[src/rtl/reaction_pkg.sv]
// reaction_pkg: shared types and constants for the reaction timer controller.
//   state_t    - FSM state encoding, also driven out on the State port
//   BCD_MAX    - counter value 9,9,9 at which a trial times out
//   LFSR_TAPS  - Galois feedback mask for taps 16,14,13,11
//   DELAY_W    - width of the random wait counter
package reaction_pkg;

  typedef enum logic [2:0] {
    S_IDLE  = 3'd0,
    S_WAIT  = 3'd1,
    S_ARMED = 3'd2,
    S_DONE  = 3'd3,
    S_EARLY = 3'd4,
    S_TMO   = 3'd5
  } state_t;

  localparam int unsigned DELAY_W   = 12;
  localparam logic [11:0] BCD_MAX   = 12'h999;
  localparam logic [15:0] LFSR_TAPS = 16'hB400;

endpackage

[src/rtl/reaction_timer_ctrl_if.sv]
// reaction_timer_ctrl_if: link between the controller and the external BCD counter.
//   BCD0/BCD1/BCD2 - counter digits (ones/tens/hundreds), counter -> controller
//   Cnt_En         - increment enable, controller -> counter
//   Cnt_Clr_n      - active-low synchronous clear, controller -> counter
//   modport master : controller side; modport slave : counter side
interface reaction_timer_ctrl_if;

  logic [3:0] BCD0;
  logic [3:0] BCD1;
  logic [3:0] BCD2;
  logic       Cnt_En;
  logic       Cnt_Clr_n;

  modport master (
    input  BCD0, BCD1, BCD2,
    output Cnt_En, Cnt_Clr_n
  );

  modport slave (
    output BCD0, BCD1, BCD2,
    input  Cnt_En, Cnt_Clr_n
  );

endinterface

[src/rtl/lfsr16.sv]
// lfsr16: free-running 16-bit Galois LFSR (taps 16,14,13,11), steps every clock.
//   Clock - system clock
//   Clear - asynchronous active-high reset, loads SEED
//   q     - current LFSR state
module lfsr16
  import reaction_pkg::*;
#(
  parameter logic [15:0] SEED = 16'hACE1
) (
  input  logic        Clock,
  input  logic        Clear,
  output logic [15:0] q
);

  // Right-shifting Galois form: feedback bit is the outgoing LSB.
  always_ff @(posedge Clock or posedge Clear) begin
    if (Clear) begin
      q <= SEED;
    end else begin
      q <= (q >> 1) ^ (q[0] ? LFSR_TAPS : 16'h0000);
    end
  end

endmodule

[src/rtl/reaction_timer_ctrl.sv]
// reaction_timer_ctrl: reaction-time game controller.
//   Clock, Clear          - clock and asynchronous active-high reset
//   Start, React, Tick_ms - trial start pulse, button pulse, 1 ms tick pulse
//   cnt (master)          - BCD counter link: digits in, Cnt_En/Cnt_Clr_n out (combinational)
//   Led                   - stimulus lamp, high while ARMED
//   Done, Early, Timeout  - trial result flags
//   Best0/Best1/Best2     - best reaction time so far in BCD
//   State                 - current FSM state code
module reaction_timer_ctrl
  import reaction_pkg::*;
#(
  parameter int unsigned MIN_DELAY_MS = 1000,
  parameter logic [15:0] LFSR_SEED    = 16'hACE1
) (
  input  logic                  Clock,
  input  logic                  Clear,
  input  logic                  Start,
  input  logic                  React,
  input  logic                  Tick_ms,
  reaction_timer_ctrl_if.master cnt,
  output logic                  Led,
  output logic                  Done,
  output logic                  Early,
  output logic                  Timeout,
  output logic [3:0]            Best0,
  output logic [3:0]            Best1,
  output logic [3:0]            Best2,
  output logic [2:0]            State
);

  state_t             state;
  state_t             state_nx;
  logic [DELAY_W-1:0] delay;
  logic [11:0]        best;
  logic [11:0]        bcd;
  logic [15:0]        lfsr_q;
  logic [5:0]         unused_lfsr_hi;
  logic               start_ok;
  logic               at_max;
  logic               cnt_en;

  lfsr16 #(.SEED(LFSR_SEED)) u_lfsr (
    .Clock (Clock),
    .Clear (Clear),
    .q     (lfsr_q)
  );

  // Only the low ten bits feed the random wait.
  assign unused_lfsr_hi = lfsr_q[15:10];

  assign bcd    = {cnt.BCD2, cnt.BCD1, cnt.BCD0};
  assign at_max = (bcd == BCD_MAX);

  // Start is honoured from every resting state; WAIT and ARMED ignore it.
  assign start_ok = Start && (state == S_IDLE || state == S_DONE ||
                              state == S_EARLY || state == S_TMO);

  // Next-state decode and counter enable.
  always_comb begin
    state_nx = state;
    cnt_en   = 1'b0;
    case (state)
      S_IDLE: begin
        if (Start) state_nx = S_WAIT;
      end
      S_WAIT: begin
        if (React)                                   state_nx = S_EARLY;
        else if (Tick_ms && delay == DELAY_W'(1))    state_nx = S_ARMED;
      end
      S_ARMED: begin
        // Enable is withheld at 9,9,9 so the counter never wraps.
        cnt_en = Tick_ms && !React && !at_max;
        if (React)                 state_nx = S_DONE;
        else if (Tick_ms && at_max) state_nx = S_TMO;
      end
      S_DONE, S_EARLY, S_TMO: begin
        if (Start) state_nx = S_WAIT;
      end
      default: state_nx = S_IDLE;
    endcase
  end

  assign cnt.Cnt_En    = cnt_en;
  assign cnt.Cnt_Clr_n = ~start_ok;

  // State register, registered flags, random wait counter and best time.
  always_ff @(posedge Clock or posedge Clear) begin
    if (Clear) begin
      state   <= S_IDLE;
      Led     <= 1'b0;
      Done    <= 1'b0;
      Early   <= 1'b0;
      Timeout <= 1'b0;
      delay   <= '0;
      best    <= BCD_MAX;
    end else begin
      state   <= state_nx;
      Led     <= (state_nx == S_ARMED);
      Done    <= (state_nx == S_DONE);
      Early   <= (state_nx == S_EARLY);
      Timeout <= (state_nx == S_TMO);

      if (start_ok) begin
        delay <= DELAY_W'(MIN_DELAY_MS) + DELAY_W'(lfsr_q[9:0]);
      end else if (state == S_WAIT && Tick_ms && !React && delay != '0) begin
        delay <= delay - DELAY_W'(1);
      end

      // BCD digits compare correctly as a plain binary number.
      if (state == S_ARMED && React && bcd < best) begin
        best <= bcd;
      end
    end
  end

  assign {Best2, Best1, Best0} = best;
  assign State                 = state;

endmodule

[src/flat_wrapper.sv]
// flat-port wrapper written by rule: the top's interface ports become plain ports
module reaction_timer_ctrl_flat import reaction_pkg::*;
#(
  parameter int unsigned MIN_DELAY_MS = 1000,
  parameter logic [15:0] LFSR_SEED    = 16'hACE1
)
  (Clock, Clear, Start, React, Tick_ms, Led, Done, Early, Timeout, Best0, Best1, Best2, State, cnt_BCD0, cnt_BCD1, cnt_BCD2, cnt_Cnt_En, cnt_Cnt_Clr_n);
  reaction_timer_ctrl_if cnt_i ();
  input  logic Clock;
  input  logic Clear;
  input  logic Start;
  input  logic React;
  input  logic Tick_ms;
  output logic Led;
  output logic Done;
  output logic Early;
  output logic Timeout;
  output logic [3:0] Best0;
  output logic [3:0] Best1;
  output logic [3:0] Best2;
  output logic [2:0] State;
  input wire logic [$bits(cnt_i.BCD0)-1:0] cnt_BCD0;
  input wire logic [$bits(cnt_i.BCD1)-1:0] cnt_BCD1;
  input wire logic [$bits(cnt_i.BCD2)-1:0] cnt_BCD2;
  output wire logic [$bits(cnt_i.Cnt_En)-1:0] cnt_Cnt_En;
  output wire logic [$bits(cnt_i.Cnt_Clr_n)-1:0] cnt_Cnt_Clr_n;
  assign cnt_i.BCD0 = cnt_BCD0;
  assign cnt_i.BCD1 = cnt_BCD1;
  assign cnt_i.BCD2 = cnt_BCD2;
  assign cnt_Cnt_En = cnt_i.Cnt_En;
  assign cnt_Cnt_Clr_n = cnt_i.Cnt_Clr_n;
  reaction_timer_ctrl #(.MIN_DELAY_MS(MIN_DELAY_MS), .LFSR_SEED(LFSR_SEED)) u_core (.Clock(Clock), .Clear(Clear), .Start(Start), .React(React), .Tick_ms(Tick_ms), .cnt(cnt_i), .Led(Led), .Done(Done), .Early(Early), .Timeout(Timeout), .Best0(Best0), .Best1(Best1), .Best2(Best2), .State(State));
endmodule
[config.mk]
export PLATFORM = sky130hd
export DESIGN_NAME = reaction_timer_ctrl_flat
export DESIGN_NICKNAME = d
export VERILOG_FILES = /design/src/rtl/reaction_pkg.sv /design/src/rtl/reaction_timer_ctrl_if.sv /design/src/rtl/lfsr16.sv /design/src/rtl/reaction_timer_ctrl.sv /design/src/flat_wrapper.sv
export SDC_FILE = /design/constraint.sdc
export NUM_CORES = 1
export LEC_CHECK = 0
export CORE_MARGIN = 2
export CORE_UTILIZATION = 40
export CTS_BUF_LIST = sky130_fd_sc_hd__clkbuf_2 sky130_fd_sc_hd__clkbuf_4 sky130_fd_sc_hd__clkbuf_8
export DETAILED_ROUTE_END_ITERATION = 6
export PLACE_DENSITY = 0.58
export SYNTH_ARGS = -nofsm -noshare
export SYNTH_HDL_FRONTEND = slang
export SYNTH_HIERARCHICAL = 1
export SYNTH_SLANG_ARGS = --single-unit
[constraint.sdc]
create_clock -name Clock -period 3.3 [get_ports Clock]
set_input_delay 0.33 -clock Clock [delete_from_list [all_inputs] [get_ports Clock]]
set_output_delay 0.33 -clock Clock [all_outputs]
set_load 0.02 [all_outputs]
Yosys cells after proc, flatten, opt, wreduce, memory -nomap -nowiden

Index checks and enable logic that the tools add are counted.
Widths: inputs -> output; s select.

Logic and storage cells: 53
Output and inout bits: 21
Register bits after elaboration: 47
Input port bits: 17

Add/sub/neg operators: 2
Mux-type cells: 10
Equality and inequality tests: 11
Reductions and logical operators: 19
Bitwise gates (word level): 2
Magnitude comparators: 1

Operator list:

| kind                   | count |
|---|---|
| $mux 12                | 2 |
| $mux 16                | 1 |
| $xor 15x16->16         | 1 |
| $mux 3                 | 5 |
| $eq 12x1->1 const B    | 1 |
| $eq 12x12->1 const B   | 1 |
| $eq 3x2->1 const B     | 4 |
| $eq 3x3->1 const B     | 4 |
| $lt 12x12->1           | 1 |
| $reduce_bool 12->1     | 1 |
| $sub 12x1->12 const B  | 1 |
| $add 10x10->11 const A | 1 |
| $logic_and 1x1->1      | 10 |
| $pmux 3 s3             | 1 |
| $reduce_or 4->1        | 1 |
| $eq 3x1->1 const B     | 1 |
| $logic_not 3->1        | 1 |
| $logic_or 1x1->1       | 3 |
| $logic_not 1->1        | 2 |
| $reduce_bool 2->1      | 1 |
| $mux 1                 | 1 |
| $not 1->1              | 1 |

Longest topological paths before layout

Gate-level depths: netlist (run 1).

Word-level depth: 6
Gate-level depth with buffers: 8
Depth with buffers taken out: 7

By module

Netlist (run 1), hierarchy kept.

Modules (own cells, without submodules):

| module              | area each (sq um) | times used | cells an instance | sequential area each (sq um) |
|---|---|---|---|---|
| reaction_timer_ctrl | 2079.5            | 1          | 207               | 783.3 |
| lfsr16              | 440.4             | 1          | 20                | 410.4 |

Least setup slack after synthesis (run 1)

No wires, ideal clock.

Path kind: register -> register
From: register u_core.best[3]
To: register u_core.best[1]
Setup time: 0.125 ns
Data arrival time: 2.149 ns
Data required time: 3.175 ns
Path buffers: 1
Period minus slack after synthesis: 2.274 ns
Stages on the path, launching flop included: 9
Slack: 1.026 ns
Cell sequence: dfstp_2 > inv_1 > ha_1 > o21a_1 > nor2_1 > or4b_1 > nand4_2 > buf_6 > mux2_4

Longest elaborated chain between the ends: 2

RTL lines:

| what                   | line                       | RTL |
|---|---|---|
| from (decl)            | reaction_timer_ctrl.sv:34  | `logic [11:0] best;` |
| from (signal assigned) | reaction_timer_ctrl.sv:95  | `best <= BCD_MAX;` |
| from (signal assigned) | reaction_timer_ctrl.sv:111 | `best <= bcd;` |
| $lt 12x12->1           | reaction_timer_ctrl.sv:110 | `if (state == S_ARMED && React && bcd < best) begin` |
| $logic_and 1x1->1      | reaction_timer_ctrl.sv:110 |  |

No other way between the ends.
A chain may end at the register's enable or synchronous reset.

Worst setup path after layout (run 1)

From: register u_core.state[2], in the netlist u_core/State[2]
To: output port cnt_Cnt_Clr_n

Longest elaborated chain between the ends: 6
Elaborated cells on any way between the ends: 9
Classes of those cells: 3 x eq/ne; 1 x bitwise; 5 x reduce/logical

RTL lines:

| what                                                 | line                      | RTL |
|---|---|---|
| from (decl)                                          | reaction_timer_ctrl.sv:31 | `state_t state;` |
| from (signal assigned)                               | reaction_timer_ctrl.sv:97 | `state <= state_nx;` |
| $eq 3x2->1 / $logic_not 3->1 (equally long branches) | reaction_timer_ctrl.sv:55 | `assign start_ok = Start && (state == S_IDLE \|\| state == S_DONE \|\|` |
| $logic_or 1x1->1 (2 in series)                       | reaction_timer_ctrl.sv:55 |  |
| $logic_or 1x1->1 *                                   | reaction_timer_ctrl.sv:56 | `state == S_EARLY \|\| state == S_TMO);` |
| $logic_and 1x1->1 *                                  | reaction_timer_ctrl.sv:55 |  |
| $not 1->1 *                                          | reaction_timer_ctrl.sv:84 | `assign cnt.Cnt_Clr_n = ~start_ok;` |
| to (decl)                                            | flat_wrapper.sv:26        | `output wire logic [$bits(cnt_i.Cnt_Clr_n)-1:0] cnt_Cnt_Clr_n;` |

Mark *: on every way between the ends. The rest lies on a longest branch, timed or not.

==> summary.md, run 1 <==
| Metric | Value |
|---|---|
| Max transition margin | `58.3%` |
| LEAKAGE | `1.34 nW` |
| Tcrit/Tclk final | `81.2%` |
| Number of instances in the placed design | `336` |
| Arr. time, crit path | `2350 ps` |
| Layout cells sized above 1 | `17.5%` |
| Post-synthesis async set-or-reset flop share | `100%` |
| Max Cap Violations | `0` |
| Post-Syn Nets | `259` |
| Clk Latency, worst-skew pair | `300 ps` |
| Post-synth EDFFs | `0` |
| DIE WIDTH | `83.4 microns` |
| Most frequent cells in the layout | `clkdlybuf4s50_1 (37), dfrtp_1 (33), inv_1 (19)` |
| CP Launch Type | `register` |
| GR Util All Layers | `15.4%` |
| Critical Path Sink Type | `output port` |
| Sequential fraction of the synthesis area | `47.4%` |
| Finished layout cell area | `3070 sq um` |
| Tot Pwr | `0.00170 W` |
| Synth Area in Adders | `7.45%` |
| CP delay by family, top | `buffers and inverters` |
| P&R area growth vs syn | `22.0%` |
| Post-Syn Area | `2520 sq um` |
| PwrDens | `552 nW/um^2` |
| Least-Margin Pin Slew | `624 ps` |
| Unique masters post-synth | `57` |
| Yosys top cell by area | `dfrtp_1` |
| CTS Buf Count | `5` |
| Post-Layout Cell Count | `344` |
| Gpl congestion | `0.817` |
| Clk sinks | `47` |
| CP max-delay cell | `clkdlybuf4s50_1` |
| Critical Path, Cell by Cell | `and2b_4, xnor2_1, and2_4, inv_1, clkdlybuf4s50_1` |
| Hold slack final | `359 ps` |
| I/O pin count | `38` |
| Clock Skews | `6.90 ps` |
| Endpoints failing setup | `0` |
| Hold buffer count at CTS | `0` |
| Chip Height | `83.4 microns` |
| DRC viols | `0` |
| Final WL | `4.91 mm` |
| Warnings, synthesis | `6` |
| Setup TNS | `0 ps` |
| Worst Hold Path Cells | `0` |
| Compound-Gate Fraction of Synth Area | `9.73%` |
| Postcts setup bufs | `0` |
| RSZ-0062 raised after global routing | `no` |
| Vias/cell | `5.01` |
| Peak VDD IR | `0.303 mV` |
| Worst path depth | `5` |
| Initial antenna violation count | `0` |
| ANT nets after route | `0` |
| Pins Over Slew Limit | `0` |
| Clock root buffer | `clkbuf_8` |
| CTS tree | `built` |
| GRT overflow | `0` |
| Die area | `6950 sq um` |
| Yosys reg bits | `47` |
| Main combinational cell family by area after synthesis | `simple AND/OR/NAND/NOR gates` |
| Crit Path Class | `register to output port` |
| DP Area | `2960 sq um` |
| CTS max path bufs | `2` |
| Yosys top cell area share | `32.8%` |
| H-tree levels | `2` |
| Largest net degree at the start of global routing | `32` |
| WP buf/inv | `2` |
| Main area contributors after synthesis | `dfrtp_1 (33%), dfstp_2 (15%), ha_1 (7.4%)` |
| Pre-antenna DRT Iters | `4` |
| Via count of the first global-routing pass | `1798` |
| Final Hold Vio Count | `0` |
| Diodes inserted | `0` |
| Starting Density | `42.1%` |
| Flop2flop setup slack | `890 ps` |
| Core box area | `5990 sq um` |
| Mux cell area share after synthesis | `7.25%` |
| Status | `finished, final reports clean` |
| WP data required | `2970 ps` |
| FF-to-FF End | `u_core/best[10]` |
| Worst-path clk slew | `90 ps` |
| IO Port Bufs | `37` |
| Hold path startpoint | `u_core/u_lfsr/q[12]` |
| Primary FF master, synth | `dfrtp_1` |
| Max incr delay on CP | `690 ps` |
| Post-CTS resize count | `0` |
| NumNets Final | `300` |
| # fillers | `521` |
| Wirelength per Cell | `14.3 microns` |
| Hold Path End | `u_core/u_lfsr/q[11]` |
| Synth Area in XOR/XNOR | `4.17%` |
| Worst hold path type | `register to register` |
| DPL Wire Length | `3.58 mm` |
| R2R cell count | `6` |
| Post-layout min period | `2680 ps` |
| DRT iter0 DRCs | `67` |
| First-pass GRT wire length | `8.74 mm` |
| Cells after synthesis | `227` |
| Commonest non-fill, non-tap cell in the layout | `clkdlybuf4s50_1` |
| Synthesized area per cell | `11.1 sq um` |
| Row count | `28` |
| Simple-Gate Fraction of Synth Area | `19.9%` |
| R2R Path Start | `u_core/best[11]` |
| CP Max Fanout | `15` |
| Max Fclk | `373 MHz` |
| Via count | `1724` |
## worst register-to-register path, stage by stage (launching register included)
cell and delay, ps:
dfstp_2 560, inv_1 50, ha_1 280, and4_1 180, or4b_1 450, nand4_2 390, mux2_2 390
## routing by layer
metal	global-route usage, %	vias to the layer above	wire length (microns)
li1	-	882	-
met1	21.6	813	2550
met2	24.3	24	2170
met3	3.08	5	137
met4	4.02	0	44
met5	0	-	0
## cell type report
| cell class | instances | area [sq um] | share of cell area [%] |
|---|---|---|---|
| clock inverter | 3 | 46.3 | 1.51 |
| timing repair buffer | 38 | 378 | 12.3 |
| inverter | 19 | 71.3 | 2.32 |
| sequential | 47 | 1190 | 38.8 |
| multi-input combinational | 157 | 1220 | 39.8 |
| tap | 75 | 93.8 | 3.05 |
| clock buffer | 5 | 68.8 | 2.24 |
## through the flow
| stage | utilization, % | setup slack, ps |
|---|---|---|
| 2_1_floorplan | - | 1030 |
| 3_3_place_gp | 49.4 | 629 |
| 3_5_place_dp | 49.4 | 636 |
| 4_1_cts | 51.3 | 600 |
| 5_1_grt | 51.3 | 485 |
| 6_report | 51.3 | 621 |
## where the power goes
group	internal [W]	switching (W)	leakage, nW
clock	0.000228	0.000206	0.0548
combinational	0.000246	0.000270	0.719
sequential	0.000652	0.0000962	0.568
total	0.00113	0.000571	1.34
## state kept, by name, indices dropped and copies added (netlist names)
| register | cells |
|---|---|
| u_core/Timeout | 1 |
| u_core/u_lfsr/q | 16 |
| u_core/best | 12 |
| u_core/Early | 1 |
| u_core/delay | 12 |
| u_core/State | 3 |
| u_core/Done | 1 |
| u_core/Led | 1 |
## cells in the mapped netlist, types with 4 or more instances
cell type,instances
and2_1,5
ha_1,15
xor2_1,7
nor3_1,6
xnor2_1,5
a21oi_1,12
nor2b_1,4
o21ai_0,4
dfrtp_1,33
nor2_1,17
mux2_4,10
dfstp_2,14
inv_1,19
nand2_1,15
## worst max-delay path by stage
stage,start,endpoint,slack [ps]
4_1_cts,u_core/State[2],cnt_Cnt_Clr_n,600
2_1_floorplan,u_core/best[3],u_core/best[1],1030
5_1_grt,u_core/State[2],cnt_Cnt_Clr_n,480
6_report,u_core/State[2],cnt_Cnt_Clr_n,620
3_3_place_gp,cnt_BCD2[3],u_core/best[9],630
3_5_place_dp,cnt_BCD2[2],u_core/best[10],640
## logic make-up (layout without fill, tap and decap cells)
kind of cell,Yosys count,count (layout)
and+or+nand+nor,81,81
DFF,47,47
AOI/OAI and AO/OA,36,36
buffers and inverters,23,65
adders and majority gates,15,15
muxes,13,13
xor gates and xnor gates,12,12
No activity file was read; power rests on OpenSTA's default activity.
==> inputs of run 2 (changes only) <==
--- a/config.mk
+++ b/config.mk
@@ -9,7 +9,7 @@
 export CORE_UTILIZATION = 40
 export CTS_BUF_LIST = sky130_fd_sc_hd__clkbuf_2 sky130_fd_sc_hd__clkbuf_4 sky130_fd_sc_hd__clkbuf_8
 export DETAILED_ROUTE_END_ITERATION = 6
-export PLACE_DENSITY = 0.58
+export PLACE_DENSITY = 0.6
 export SYNTH_ARGS = -nofsm -noshare
 export SYNTH_HDL_FRONTEND = slang
 export SYNTH_HIERARCHICAL = 1
==> constraint.sdc (replaced) <==
create_clock -name Clock -period 2.2 [get_ports Clock]
set_input_delay 0.22 -clock Clock [delete_from_list [all_inputs] [get_ports Clock]]
set_output_delay 0.22 -clock Clock [all_outputs]
set_load 0.02 [all_outputs]
==> summary.md, run 2 (synthesized netlist as in run 1, its figures left out) <==
| Metric | Value |
|---|---|
| Status | `complete, but fails checks` |
| Failing checks | `negative setup slack` |
| IO Port Bufs | `37 (unchanged)` |
| DRT iter0 DRCs | `89 (+33%)` |
| Arr. time, crit path | `2390 ps (+40 ps)` |
| CP Max Fanout | `8 (-7)` |
| Endpoints failing setup | `3 (+3)` |
| LEAKAGE | `1.49 nW (+11%)` |
| Tcrit/Tclk final | `100%` |
| CTS Buf Count | `5 (unchanged)` |
| I/O pin count | `38 (unchanged)` |
| Layout cells sized above 1 | `28.2% (+11 points)` |
| WP data required | `2380 ps (-590 ps)` |
| Worst hold path type | `primary input to async pin` |
| Wirelength per Cell | `13.9 microns (-2.2%)` |
| PwrDens | `765 nW/um^2 (+39%)` |
| Fin util | `56.0% (+4.7 points)` |
| Reg with most FFs | `u_core/u_lfsr/q` |
| Max reg flops | `16 (unchanged)` |
| Initial antenna violation count | `0 (unchanged)` |
| Commonest non-fill, non-tap cell in the layout | `clkdlybuf4s50_1` |
| Final WL | `5.15 mm (+4.9%)` |
| Setup WS pre-CTS | `-190 ps (-826 ps)` |
| CTS tree | `built` |
| DRC viols | `0 (unchanged)` |
| GRT overflow | `0 (unchanged)` |
| Most frequent cells in the layout | `clkdlybuf4s50_1 (35), dfrtp_1 (33), buf_4 (24)` |
| Hold buffer count at CTS | `0 (unchanged)` |
| RSZ-0062 raised after global routing | `yes` |
| Max Cap Violations | `0 (unchanged)` |
| # fillers | `527 (+1.2%)` |
| Gpl congestion | `0.843 (+3.1%)` |
| P&R area growth vs syn | `33.1%` |
| Max transition margin | `62.6% (+4.3 points)` |
| Crit Path Class | `register to register` |
| DPL Wire Length | `3.81 mm (+6.5%)` |
| Peak VDD IR | `0.526 mV (+73%)` |
| Critical Path Sink Type | `register` |
| Largest net degree at the start of global routing | `32 (unchanged)` |
| Clock Skews | `10.5 ps (+3.64 ps)` |
| Starting Density | `42.1% (unchanged)` |
| Die area | `6950 sq um (unchanged)` |
| Diodes inserted | `0 (unchanged)` |
| GR Util All Layers | `15.9% (+0.46 points)` |
| R2R cell count | `8 (+2)` |
| Row count | `28 (unchanged)` |
| Largest regs | `u_core/u_lfsr/q x16, u_core/best x12, u_core/delay x12` |
| Max Fclk | `453 MHz` |
| CP Launch Type | `register` |
| CTS max path bufs | `2 (unchanged)` |
| Pre-antenna DRT Iters | `5 (+1)` |
| DIE WIDTH | `83.4 microns (unchanged)` |
| ANT nets after route | `0 (unchanged)` |
| NumNets Final | `325 (+8.3%)` |
| Clock root buffer | `clkbuf_8` |
| H-tree levels | `2 (unchanged)` |
| Via count of the first global-routing pass | `1890 (+5.1%)` |
| Chip Height | `83.4 microns (unchanged)` |
| Pins Over Slew Limit | `0 (unchanged)` |
| Via count | `1822 (+5.7%)` |
| Worst-path clk slew | `90 ps (about the same)` |
| Final Hold Vio Count | `0 (unchanged)` |
| Vias/cell | `4.94 (-1.5%)` |
| Clk Latency, worst-skew pair | `300 ps (about the same)` |
| Clk sinks | `47 (unchanged)` |
| First-pass GRT wire length | `8.89 mm (+1.7%)` |
| Core box area | `5990 sq um (unchanged)` |
| Least-Margin Pin Slew | `560 ps (-63.9 ps)` |
| Final setup margin | `-8.46 ps (-630 ps)` |
| Post-layout min period | `2210 ps` |
==> run 2: critical path, stage by stage (launching register included) <==
cell	delay [ps]
dfstp_2	550
inv_2	50
ha_4	250
o21a_1	110
nor2_1	40
or4b_4	550
nand4_4	110
buf_12	150
mux2_4	300
==> run 2: final cells by class <==
type	instances	area, sq um	area share, %
Multi-Input combinational cell	157	1300	38.7
Sequential cell	47	1190	35.6
Inverter	19	71.3	2.13
Tap cell	75	93.8	2.80
Timing Repair Buffer	63	583	17.4
Clock buffer	5	68.8	2.05
Clock inverter	3	46.3	1.38
==> run 2: power by group <==
part           leakage, nW  switching [W]  internal [W]  total (W)
Combinational        0.869       0.000404      0.000396   0.000800
Sequential           0.568       0.000143      0.000978    0.00112
Clock               0.0548       0.000305      0.000343   0.000648
==> run 2: path summary, 6_finish.rpt <==
| check | slack (ps) | to | from |
|---|---|---|---|
| min in group Clock | 360 | u_core/u_lfsr/q[11] | u_core/u_lfsr/q[12] |
| min reg2reg | 360 | u_core/u_lfsr/q[11] | u_core/u_lfsr/q[12] |
| max in group asynchronous | 1540 | u_core/best[3] | Clear |
| max | -8 | u_core/best[6] | u_core/best[3] |
| min | 290 | u_core/u_lfsr/q[12] | Clear |
| max reg2reg | -8 | u_core/best[6] | u_core/best[3] |
==> run 2: what timing repair did <==
action,in CTS,in global routing
endpoints found under the setup margin,8,9
gates resized for setup,10,4
cloned,0,0
pin swaps,2,2
setup buffers,1,0
==> run 2: per-layer routing <==
| metal | share of wire, % | GRT usage, % | wire [microns] | vias up |
|---|---|---|---|---|
| li1 | - | - | - | 931 |
| met1 | 52 | 22.7 | 2690 | 859 |
| met2 | 44 | 24.5 | 2280 | 30 |
| met3 | 2.4 | 3.08 | 126 | 2 |
| met4 | 0.78 | 4.47 | 40 | 0 |
| met5 | 0 | 0 | 0 | - |
==> run 2: through the flow <==
stage	TNS, ps	hold WS [ps]	cell area (sq um)	power, W	std cells
floorplan	-90.1	128	2530	0.00167	227
global placement	-1420	336	3160	0.00193	360
detailed placement	-1750	347	3160	0.00194	360
CTS	0	301	3340	0.00261	369
global route	-264	346	3350	0.00274	369
finish	-16.7	289	3350	0.00257	369
